**src/rtl/xeng_pkg.sv**
```systemverilog
// xeng_pkg: shared X-engine constants, FSM state type and saturating arithmetic helpers
package xeng_pkg;
  localparam int N_ANTS = 32;
  function automatic int frame_len(input int n);
    return n * (n / 2 + 1);
  endfunction
  localparam int DEFAULT_FRAME_LEN = frame_len(N_ANTS);
  typedef enum logic [1:0] {IDLE, ALIGN, RUN} state_t;
  function automatic logic signed [63:0] clamp(input logic signed [63:0] v, input int w);
    logic signed [63:0] hi, lo;
    hi = (64'sd1 <<< (w - 1)) - 64'sd1;
    lo = -hi - 64'sd1;
    return v > hi ? hi : v < lo ? lo : v;
  endfunction
  function automatic logic [31:0] sat_add(input logic [31:0] a, input logic [31:0] b, input int w);
    logic [32:0] s, m;
    s = {1'b0, a} + {1'b0, b};
    m = (33'd1 << w) - 33'd1;
    return s > m ? m[31:0] : s[31:0];
  endfunction
endpackage

```
**src/rtl/delay.sv**
```systemverilog
// delay: resettable fixed-depth shift register for pipeline/side-band alignment
module delay #(
  parameter int WIDTH = 1,
  parameter int DEPTH = 1
) (
  input  logic             clk,
  input  logic             rst,
  input  logic [WIDTH-1:0] d,
  output logic [WIDTH-1:0] q
);
  logic [WIDTH*DEPTH-1:0] sr;
  if (DEPTH == 1) begin : g_one
    always_ff @(posedge clk) sr <= rst ? '0 : d;
  end else begin : g_many
    always_ff @(posedge clk) sr <= rst ? '0 : {sr[WIDTH*(DEPTH-1)-1:0], d};
  end
  assign q = sr[WIDTH*DEPTH-1 -: WIDTH];
endmodule

```
**src/rtl/xeng_correction_apply_sp_sat_sub.sv**
```systemverilog
// sat_sub: registered signed a - b clamped to Q_W bits, with overflow flag
module sat_sub import xeng_pkg::*; #(
  parameter int A_W = 32,
  parameter int B_W = 16,
  parameter int Q_W = 32
) (
  input  logic           clk,
  input  logic           rst,
  input  logic [A_W-1:0] a,
  input  logic [B_W-1:0] b,
  output logic [Q_W-1:0] q,
  output logic           ovf
);
  logic signed [A_W:0] diff;
  logic signed [63:0] full, sat;
  always_comb begin
    diff = $signed({a[A_W-1], a}) - $signed({{(A_W + 1 - B_W){b[B_W-1]}}, b});
    full = 64'(diff);
    sat = clamp(full, Q_W);
  end
  always_ff @(posedge clk) begin
    if (rst) begin
      q <= '0;
      ovf <= 1'b0;
    end else begin
      q <= sat[Q_W-1:0];
      ovf <= sat != full;
    end
  end
endmodule

```
**src/rtl/xeng_correction_apply_sp.sv**
```systemverilog
// xeng_correction_apply_sp: subtract tracker corrections, saturate, realign frames on buf_sel toggles
module xeng_correction_apply_sp import xeng_pkg::*; #(
  parameter int CORR_WIDTH = 32,
  parameter int CORRECTION_WIDTH = 16,
  parameter int OUT_WIDTH = 32,
  parameter int FRAME_LEN = DEFAULT_FRAME_LEN
) (
  input  logic                        clk,
  input  logic                        rst,
  input  logic                        sync,
  input  logic [CORR_WIDTH-1:0]       din_re,
  input  logic [CORR_WIDTH-1:0]       din_im,
  input  logic                        din_vld,
  input  logic [CORRECTION_WIDTH-1:0] re_correction_xx,
  input  logic [CORRECTION_WIDTH-1:0] im_correction_xx,
  input  logic                        last_triangle,
  input  logic                        buf_sel,
  output logic [OUT_WIDTH-1:0]        dout_re,
  output logic [OUT_WIDTH-1:0]        dout_im,
  output logic                        dout_vld,
  output logic                        dout_first,
  output logic                        dout_last_tri,
  output logic                        sync_out,
  output logic                        err_frame,
  output logic [7:0]                  err_cnt,
  output logic [15:0]                 sat_cnt
);
  localparam int CW = $clog2(FRAME_LEN + 2);
  localparam logic [CW-1:0] FL = CW'(FRAME_LEN);
  localparam logic [CW-1:0] FL1 = CW'(FRAME_LEN + 1);
  localparam int DW = 2 * CORR_WIDTH + 2 * CORRECTION_WIDTH;
  logic [CORR_WIDTH-1:0] s1_re, s1_im;
  logic [CORRECTION_WIDTH-1:0] s1_cre, s1_cim;
  logic s1_sync, s1_lt, s1_vld, s1_bs, bs_prev, toggle, emit, first, err, ovf_re, ovf_im;
  logic [CW-1:0] cnt, cnt_nxt;
  state_t st, nxt;
  delay #(.WIDTH(DW + 4), .DEPTH(1)) u_s1 (
    .clk(clk), .rst(rst),
    .d({din_re, din_im, re_correction_xx, im_correction_xx, sync, last_triangle, din_vld, buf_sel}),
    .q({s1_re, s1_im, s1_cre, s1_cim, s1_sync, s1_lt, s1_vld, s1_bs})
  );
  delay #(.WIDTH(2), .DEPTH(1)) u_side (
    .clk(clk), .rst(rst), .d({s1_sync, s1_lt}), .q({sync_out, dout_last_tri})
  );
  sat_sub #(.A_W(CORR_WIDTH), .B_W(CORRECTION_WIDTH), .Q_W(OUT_WIDTH)) u_re (
    .clk(clk), .rst(rst), .a(s1_re), .b(s1_cre), .q(dout_re), .ovf(ovf_re)
  );
  sat_sub #(.A_W(CORR_WIDTH), .B_W(CORRECTION_WIDTH), .Q_W(OUT_WIDTH)) u_im (
    .clk(clk), .rst(rst), .a(s1_im), .b(s1_cim), .q(dout_im), .ovf(ovf_im)
  );
  // a frame already flagged as overlong is not flagged again when it closes
  always_comb begin
    toggle = s1_vld && (s1_bs != bs_prev);
    nxt = st;
    emit = 1'b0;
    first = 1'b0;
    err = 1'b0;
    cnt_nxt = cnt;
    if (s1_sync) nxt = ALIGN;
    else if (st == ALIGN && toggle) begin
      nxt = RUN;
      emit = 1'b1;
      first = 1'b1;
      cnt_nxt = CW'(1);
    end else if (st == RUN && s1_vld) begin
      emit = 1'b1;
      first = toggle;
      err = toggle ? (cnt != FL && cnt != FL1) : (cnt == FL);
      cnt_nxt = toggle ? CW'(1) : (cnt >= FL ? FL1 : cnt + 1'b1);
    end
  end
  always_ff @(posedge clk) begin
    if (rst) begin
      st <= IDLE;
      cnt <= '0;
      bs_prev <= 1'b0;
      dout_vld <= 1'b0;
      dout_first <= 1'b0;
      err_frame <= 1'b0;
      err_cnt <= '0;
      sat_cnt <= '0;
    end else begin
      st <= nxt;
      cnt <= cnt_nxt;
      bs_prev <= s1_vld ? s1_bs : bs_prev;
      dout_vld <= emit;
      dout_first <= first;
      err_frame <= err;
      err_cnt <= 8'(sat_add(32'(err_cnt), 32'(err), 8));
      sat_cnt <= 16'(sat_add(32'(sat_cnt), dout_vld ? 32'(ovf_re) + 32'(ovf_im) : 32'd0, 16));
    end
  end
endmodule
```
**config.mk**
```make
export PLATFORM = sky130hd
export DESIGN_NAME = xeng_correction_apply_sp
export DESIGN_NICKNAME = d
export VERILOG_FILES = /design/src/rtl/xeng_pkg.sv /design/src/rtl/delay.sv /design/src/rtl/xeng_correction_apply_sp_sat_sub.sv /design/src/rtl/xeng_correction_apply_sp.sv
export SDC_FILE = /design/constraint.sdc
export NUM_CORES = 1
export LEC_CHECK = 0
export ABC_AREA = 1
export CAP_MARGIN = 20
export CELL_PAD_IN_SITES_DETAIL_PLACEMENT = 0
export CELL_PAD_IN_SITES_GLOBAL_PLACEMENT = 1
export CORE_AREA = 2 2 171 173
export CTS_CLUSTER_DIAMETER = 80
export CTS_CLUSTER_SIZE = 8
export DETAILED_ROUTE_END_ITERATION = 7
export DIE_AREA = 0 0 173 175
export PLACE_DENSITY_LB_ADDON = 0.25
export SLEW_MARGIN = 20
export SYNTH_ARGS = -nofsm -noshare
export SYNTH_HDL_FRONTEND = slang
export SYNTH_SLANG_ARGS = --single-unit
```
**constraint.sdc**
```tcl
create_clock -name clk -period 6.4 [get_ports clk]
set_input_delay 1.6 -clock clk [delete_from_list [all_inputs] [get_ports clk]]
set_output_delay 1.6 -clock clk [all_outputs]
set_load 0.03 [all_outputs]
```
==> flow_metrics.env, run 1 <==
export IMPL_nets=2090
export IMPL_cp_required_ns=4.80
export IMPL_synth_area_leaders="dfxtp_1 36%, nand2_1 15%, inv_1 11%"
export IMPL_vias=10400
export IMPL_synthCells=1722
export IMPL_drt_pass1_iterations=5
export IMPL_cts_tree="built"
export IMPL_antenna_found_initial=0
export IMPL_io_pins=195
export IMPL_rsz0062_at_grt="false"
export IMPL_critPathKind="reg -> out"
export IMPL_antenna_cells=0
export IMPL_syn_area_um2=11400
export IMPL_syn_num_nets=1899
export IMPL_crit_chain="clkdlybuf4s50_1"
export IMPL_first_global_vias=9985
export IMPL_hold_viol=0
export IMPL_syn_avg_cell_area_um2=6.65
export IMPL_period_share=0.512
export IMPL_worstMarginPinSlew_ns=0.855
export IMPL_finalSetupTns_ns=0
export IMPL_die_h_um=175
export IMPL_cp_depth=1
export IMPL_synth_seq_cells=208
export IMPL_fmax_mhz=305
export IMPL_htreeDepth=1
export IMPL_synth_cell_type_count=35
export IMPL_drc=0
export IMPL_synth_top_cells_by_count="472 x nand2_1, 340 x inv_1, 239 x nor2_1"
export IMPL_synth_edf_count=0
export IMPL_cp_num_buf_inv=1
export IMPL_drt_wl_total_um=29400
export IMPL_holdBufCountCts=0
export IMPL_row_count=62
export IMPL_whs_ns=0.402
export IMPL_slowest_delay_ns=0.72
export IMPL_startpoint="sat_cnt[1]$_SDFF_PP0_"
export IMPL_place_port_buffers=194
export IMPL_rr_startpoint="u_s1.q[35]$_SDFF_PP0_"
export IMPL_status="finished clean"
export IMPL_holdCritPathClass="reg -> reg"
export IMPL_numCtsBuffers=29
export IMPL_clockBufferDepth=3
export IMPL_seq_area_frac_synth=0.364
export IMPL_cts_sinks=208
export IMPL_synthFlopType="dfxtp_1"
export IMPL_critPathMaxFanout=3
export IMPL_cts_root_buffer="clkbuf_16"
export IMPL_setup_viol=0
export IMPL_final_min_clock_period_ns=3.28
export IMPL_drtIter0Drc=464
export IMPL_die_area_um2=30300
export IMPL_start_util=0.403
export IMPL_cp_top_family="buffers and inverters"
export IMPL_wire_per_inst_um=12.8
export IMPL_cts_resized=0
export IMPL_ys_warn_count=0
export IMPL_grt_ovfl_total=0
export IMPL_vias_per_cell=4.54
export IMPL_syn_to_final_growth_pct=25.4
export IMPL_grt_max_degree=115
export IMPL_synth_most_common_cell="nand2_1"
export IMPL_cp_arrival_ns=1.68
export IMPL_maxCapViolCount=0
export IMPL_synth_top_area_share=0.364
export IMPL_clk_insertion_delay_late_ns=0.53
export IMPL_ys_async_sr_fraction=0
export IMPL_ff2ff_path_depth=13
export IMPL_r2r_setup_slack_ns=3.39
export IMPL_ant_nets=0
export IMPL_reg2reg_to="u_re.q[26]$_SDFF_PP0_"
export IMPL_ir_drop_uv=188
export IMPL_p_per_area_nw_per_um2=270
export IMPL_max_slew_margin=0.430
export IMPL_critPathCapture="sat_cnt[1]"
export IMPL_cts_setup_buffers=0
export IMPL_cp_start_kind="flop"
export IMPL_grt_use_total=0.196
export IMPL_whs_path_depth=2
export IMPL_clk_pin_slew_ns=0.05
export IMPL_final_max_slew_viol_count=0
export IMPL_gp_congestion=0.890
export IMPL_core_um2=28400
export IMPL_synth_largest_area_cell="dfxtp_1"
export IMPL_fill_cells=2935
export IMPL_post_dp_hpwl_um=23000
export IMPL_hp_start="u_s1.q[2]$_SDFF_PP0_"
export IMPL_finalClockSkew_ns=0.0159
export IMPL_grt_pass1_wl_um=49100
export IMPL_die_width_um=173
export IMPL_critPathSlowestCell="clkdlybuf4s50_1"
export IMPL_end_kind="output pin"
export IMPL_leakage_nw=7.45
export IMPL_drive_gt1_frac=0.0351
-- layout make-up --
class,instances,area (µm²),area share
inverter,340,1280,0.0889
sequential,208,4160,0.290
timing repair buffer,195,1950,0.136
tap,384,480,0.0335
clock buffer,29,726,0.0506
multi-input combinational,1139,5760,0.401
-- cells by family after synthesis --
family,synth area share
AND/OR/NAND/NOR,0.293
flip-flops,0.364
AO/OA/AOI/OAI,0.0912
XOR/XNOR,0.0344
buffers and inverters,0.133
adder cells (fa/ha/maj),0.0840
-- flip-flops by register name, indices dropped and copies added, names as in the netlist, 2 cells and up --
| name | count |
|---|---|
| u_s1.q | 100 |
| u_side.q | 2 |
| u_im.q | 32 |
| u_re.q | 32 |
| sat_cnt | 16 |
| cnt | 10 |
| st | 2 |
| err_cnt | 8 |
-- how the worst min path moves through the flow --
| stage | to | slack (ns) |
|---|---|---|
| 2_1_floorplan | u_side.q[0]$_SDFF_PP0_ | 0.39 |
| 3_3_place_gp | u_side.q[0]$_SDFF_PP0_ | 0.40 |
| 3_5_place_dp | u_side.q[0]$_SDFF_PP0_ | 0.40 |
| 4_1_cts | u_side.q[0]$_SDFF_PP0_ | 0.41 |
| 5_1_grt | u_side.q[0]$_SDFF_PP0_ | 0.43 |
| 6_report | u_side.q[0]$_SDFF_PP0_ | 0.40 |
-- routing by layer --
metal  wire [µm]  up-vias  global-route usage  share of wire
li1            -     5587                   -              -
met1       15100     4531               0.280           0.51
met2       12100      247               0.309           0.41
met3        1520       49              0.0292          0.052
met4         661        0              0.0512          0.022
met5           0        -                   0              0
-- worst reg2reg max path, delay by kind of cell, from the launching register on --
family,cells,cell delay [ns]
flops,1,0.29
fa+ha+maj,1,0.41
compound gates,3,0.63
buf+inv,2,0.45
simple gates,7,1.16
-- where the power goes --
part | leakage (nW) | switching, mW | internal [mW] | total (mW)
sequential | 1.72 | 0.0437 | 1.42 | 1.46
clock | 0.357 | 0.515 | 0.782 | 1.30
combinational | 5.37 | 0.700 | 0.422 | 1.12
-- layout by cell type, fill, tap and decap left out, types with 3 or more instances in the layout --
cell and n:
ha_1 72, clkbuf_16 29, o21bai_1 14, inv_1 340
and3_1 4, nand3_1 56, nand2_2 20, nor2_1 239
nand3_2 3, a21oi_1 144, a21oi_2 8, nand4_1 6
xor2_1 38, a211oi_1 4, nor3_1 14, xnor2_1 7
nand3b_1 5, clkdlybuf4s50_1 193, a21o_1 3, nor4_1 4
nand2_1 472, o21ai_0 11, dfxtp_1 208, fa_1 3
-- metrics by stage --
stage               std cells  cell area (µm²)  setup WS, ns  power (mW)   util
finish                   2295            14400          3.12        3.88  0.506
detailed placement       2266            13600          3.03        2.61  0.480
global route             2295            14400          3.04        4.11  0.506
floorplan                1722            11400          3.88        2.23      -
global placement         2266            13600          3.06        2.61  0.480
CTS                      2295            14400          3.11        3.93  0.506
No activity file was read; power rests on OpenSTA's default activity.
==> run 2, diff against run 1 <==
- CORE_AREA: 2 2 171 173 -> 2 2 187 189
- DIE_AREA: 0 0 173 175 -> 0 0 189 191
- clock period: 6.4 -> 3 ns (I/O delays scaled with it)
==> flow_metrics.env, run 2 (synthesis results as in run 1) <==
export IMPL_status="finished clean"
export IMPL_grt_max_degree=123
export IMPL_area_sequential_um2=4160
export IMPL_cts_resized=0
export IMPL_crit_top_cell="nand2_1"
export IMPL_clk_insertion_delay_late_ns=0.55
export IMPL_rsz0062_at_grt="false"
export IMPL_r2r_setup_slack_ns=0.30
export IMPL_cp_num_buf_inv=2
export IMPL_fin_ws_ns=0.302
export IMPL_die_h_um=191
export IMPL_finalSetupTns_ns=0
export IMPL_clockBufferDepth=3
export IMPL_cp_top_family="simple AND/OR/NAND/NOR gates"
export IMPL_largest_reg_flops=100
export IMPL_wire_per_inst_um=13.5
export IMPL_drt_wl_total_um=32100
export IMPL_fmax_mhz=371
export IMPL_drtIter0Drc=448
export IMPL_cts_tree="built"
export IMPL_final_max_slew_viol_count=0
export IMPL_p_per_area_nw_per_um2=574
export IMPL_gp_congestion=0.847
export IMPL_use_met3=0.0338
export IMPL_crit_chain="inv_1 -> ha_1 -> a21oi_1 -> nand2_1 -> nand2_1 -> nand2_1 -> a21oi_2 -> nand2_1 -> nand2_2 -> nand2_2 -> nand2_4 -> buf_12 -> nand2_1 -> a21oi_1"
export IMPL_finalClockSkew_ns=0.0261
export IMPL_most_common_layout_cells="472 x nand2_1, 340 x inv_1, 239 x nor2_1, 208 x dfxtp_1, 193 x clkdlybuf4s50_1"
export IMPL_drc=0
export IMPL_use_met1=0.234
export IMPL_top_register="u_s1.q"
export IMPL_first_global_vias=10400
export IMPL_place_ws_ns=0.311
export IMPL_final_common_cell="nand2_1"
export IMPL_cts_setup_buffers=0
export IMPL_cts_sinks=208
export IMPL_syn_to_final_growth_pct=27.0
export IMPL_worstMarginPinSlew_ns=0.643
export IMPL_cp_required_ns=3.45
export IMPL_die_area_um2=36100
export IMPL_vias_per_cell=4.44
export IMPL_ant_nets=0
export IMPL_vias=10500
export IMPL_grt_pass1_wl_um=52100
export IMPL_cts_root_buffer="clkbuf_16"
export IMPL_critPathKind="reg -> reg"
export IMPL_critPathSlowestCell="inv_1"
export IMPL_fill_cells=3665
export IMPL_max_slew_margin=0.571
export IMPL_nets=2097
export IMPL_final_min_clock_period_ns=2.70
export IMPL_place_port_buffers=194
export IMPL_leakage_nw=7.50
export IMPL_grt_use_total=0.179
export IMPL_drive_gt1_frac=0.0386
export IMPL_hold_viol=0
export IMPL_holdCritPathClass="reg -> reg"
export IMPL_die_width_um=189
export IMPL_end_kind="flop"
export IMPL_drt_pass1_iterations=5
export IMPL_holdBufCountCts=0
export IMPL_ir_drop_uv=359
export IMPL_cp_start_kind="flop"
export IMPL_maxCapViolCount=0
export IMPL_critPathMaxFanout=32
export IMPL_numCtsBuffers=29
export IMPL_multi_input_area_um2=5760
export IMPL_setup_viol=0
export IMPL_antenna_found_initial=3
export IMPL_cp_arrival_ns=3.15
export IMPL_slowest_delay_ns=0.47
export IMPL_start_util=0.335
export IMPL_gr_usage_met2=0.304
export IMPL_period_share=0.899
export IMPL_core_um2=34100
export IMPL_top_usage_layer="met2"
export IMPL_htreeDepth=1
export IMPL_post_dp_hpwl_um=25100
export IMPL_grt_ovfl_total=0
export IMPL_clk_pin_slew_ns=0.05
export IMPL_row_count=68
export IMPL_top_regs="u_s1.q: 100 flops, u_im.q: 32 flops, u_re.q: 32 flops"
export IMPL_io_pins=195
-- run 2: layout make-up --
cell class                 instances  area share
multi-input combinational       1139       0.396
sequential                       208       0.286
timing repair buffer             202       0.140
inverter                         340      0.0878
clock buffer                      29      0.0499
tap                              455      0.0392
antenna                            1    0.000172
-- run 2: per-stage QoR --
step / util / hold slack (ns) / instance area, µm² / cells / power (mW)
floorplan: - / 0.388 / 11400 / 1722 / 4.76
global placement: 0.405 / 0.389 / 13800 / 2344 / 5.63
detailed placement: 0.405 / 0.405 / 13800 / 2344 / 5.62
CTS: 0.426 / 0.418 / 14500 / 2373 / 8.48
global route: 0.426 / 0.439 / 14500 / 2373 / 8.86
finish: 0.426 / 0.409 / 14500 / 2374 / 8.34
-- run 2: worst reg2reg max path, cell delays in order, from the launching register on --
cell and delay, ns:
dfxtp_1 0.29, inv_1 0.47, ha_1 0.41, a21oi_1 0.25, nand2_1 0.12, nand2_1 0.12
nand2_1 0.08, a21oi_2 0.16, nand2_1 0.08, nand2_2 0.09, nand2_2 0.07, nand2_4 0.07
buf_12 0.18, nand2_1 0.08, a21oi_1 0.14
-- run 2: routing by layer --
metal	up-vias	wire length, µm
li1	5609	-
met2	246	14700
met1	4650	15100
met5	-	13
met3	38	1640
met4	2	711
-- run 2: worst paths after layout --
path / depth (start not counted) / endpoint / start
hold / removal: 2 / u_side.q[0]$_SDFF_PP0_ / u_s1.q[2]$_SDFF_PP0_
setup reg to reg: 14 / u_im.q[6]$_SDFF_PP0_ / u_s1.q[19]$_SDFF_PP0_
hold reg to reg: 2 / u_side.q[0]$_SDFF_PP0_ / u_s1.q[2]$_SDFF_PP0_
setup / recovery: 14 / u_im.q[6]$_SDFF_PP0_ / u_s1.q[19]$_SDFF_PP0_
-- run 2: report_power, final --
group          leakage [nW]  switching, mW  total (mW)  internal (mW)
clock network         0.357           1.11        2.78           1.67
logic                  5.42           1.49        2.42          0.925
registers              1.72          0.120        3.14           3.02
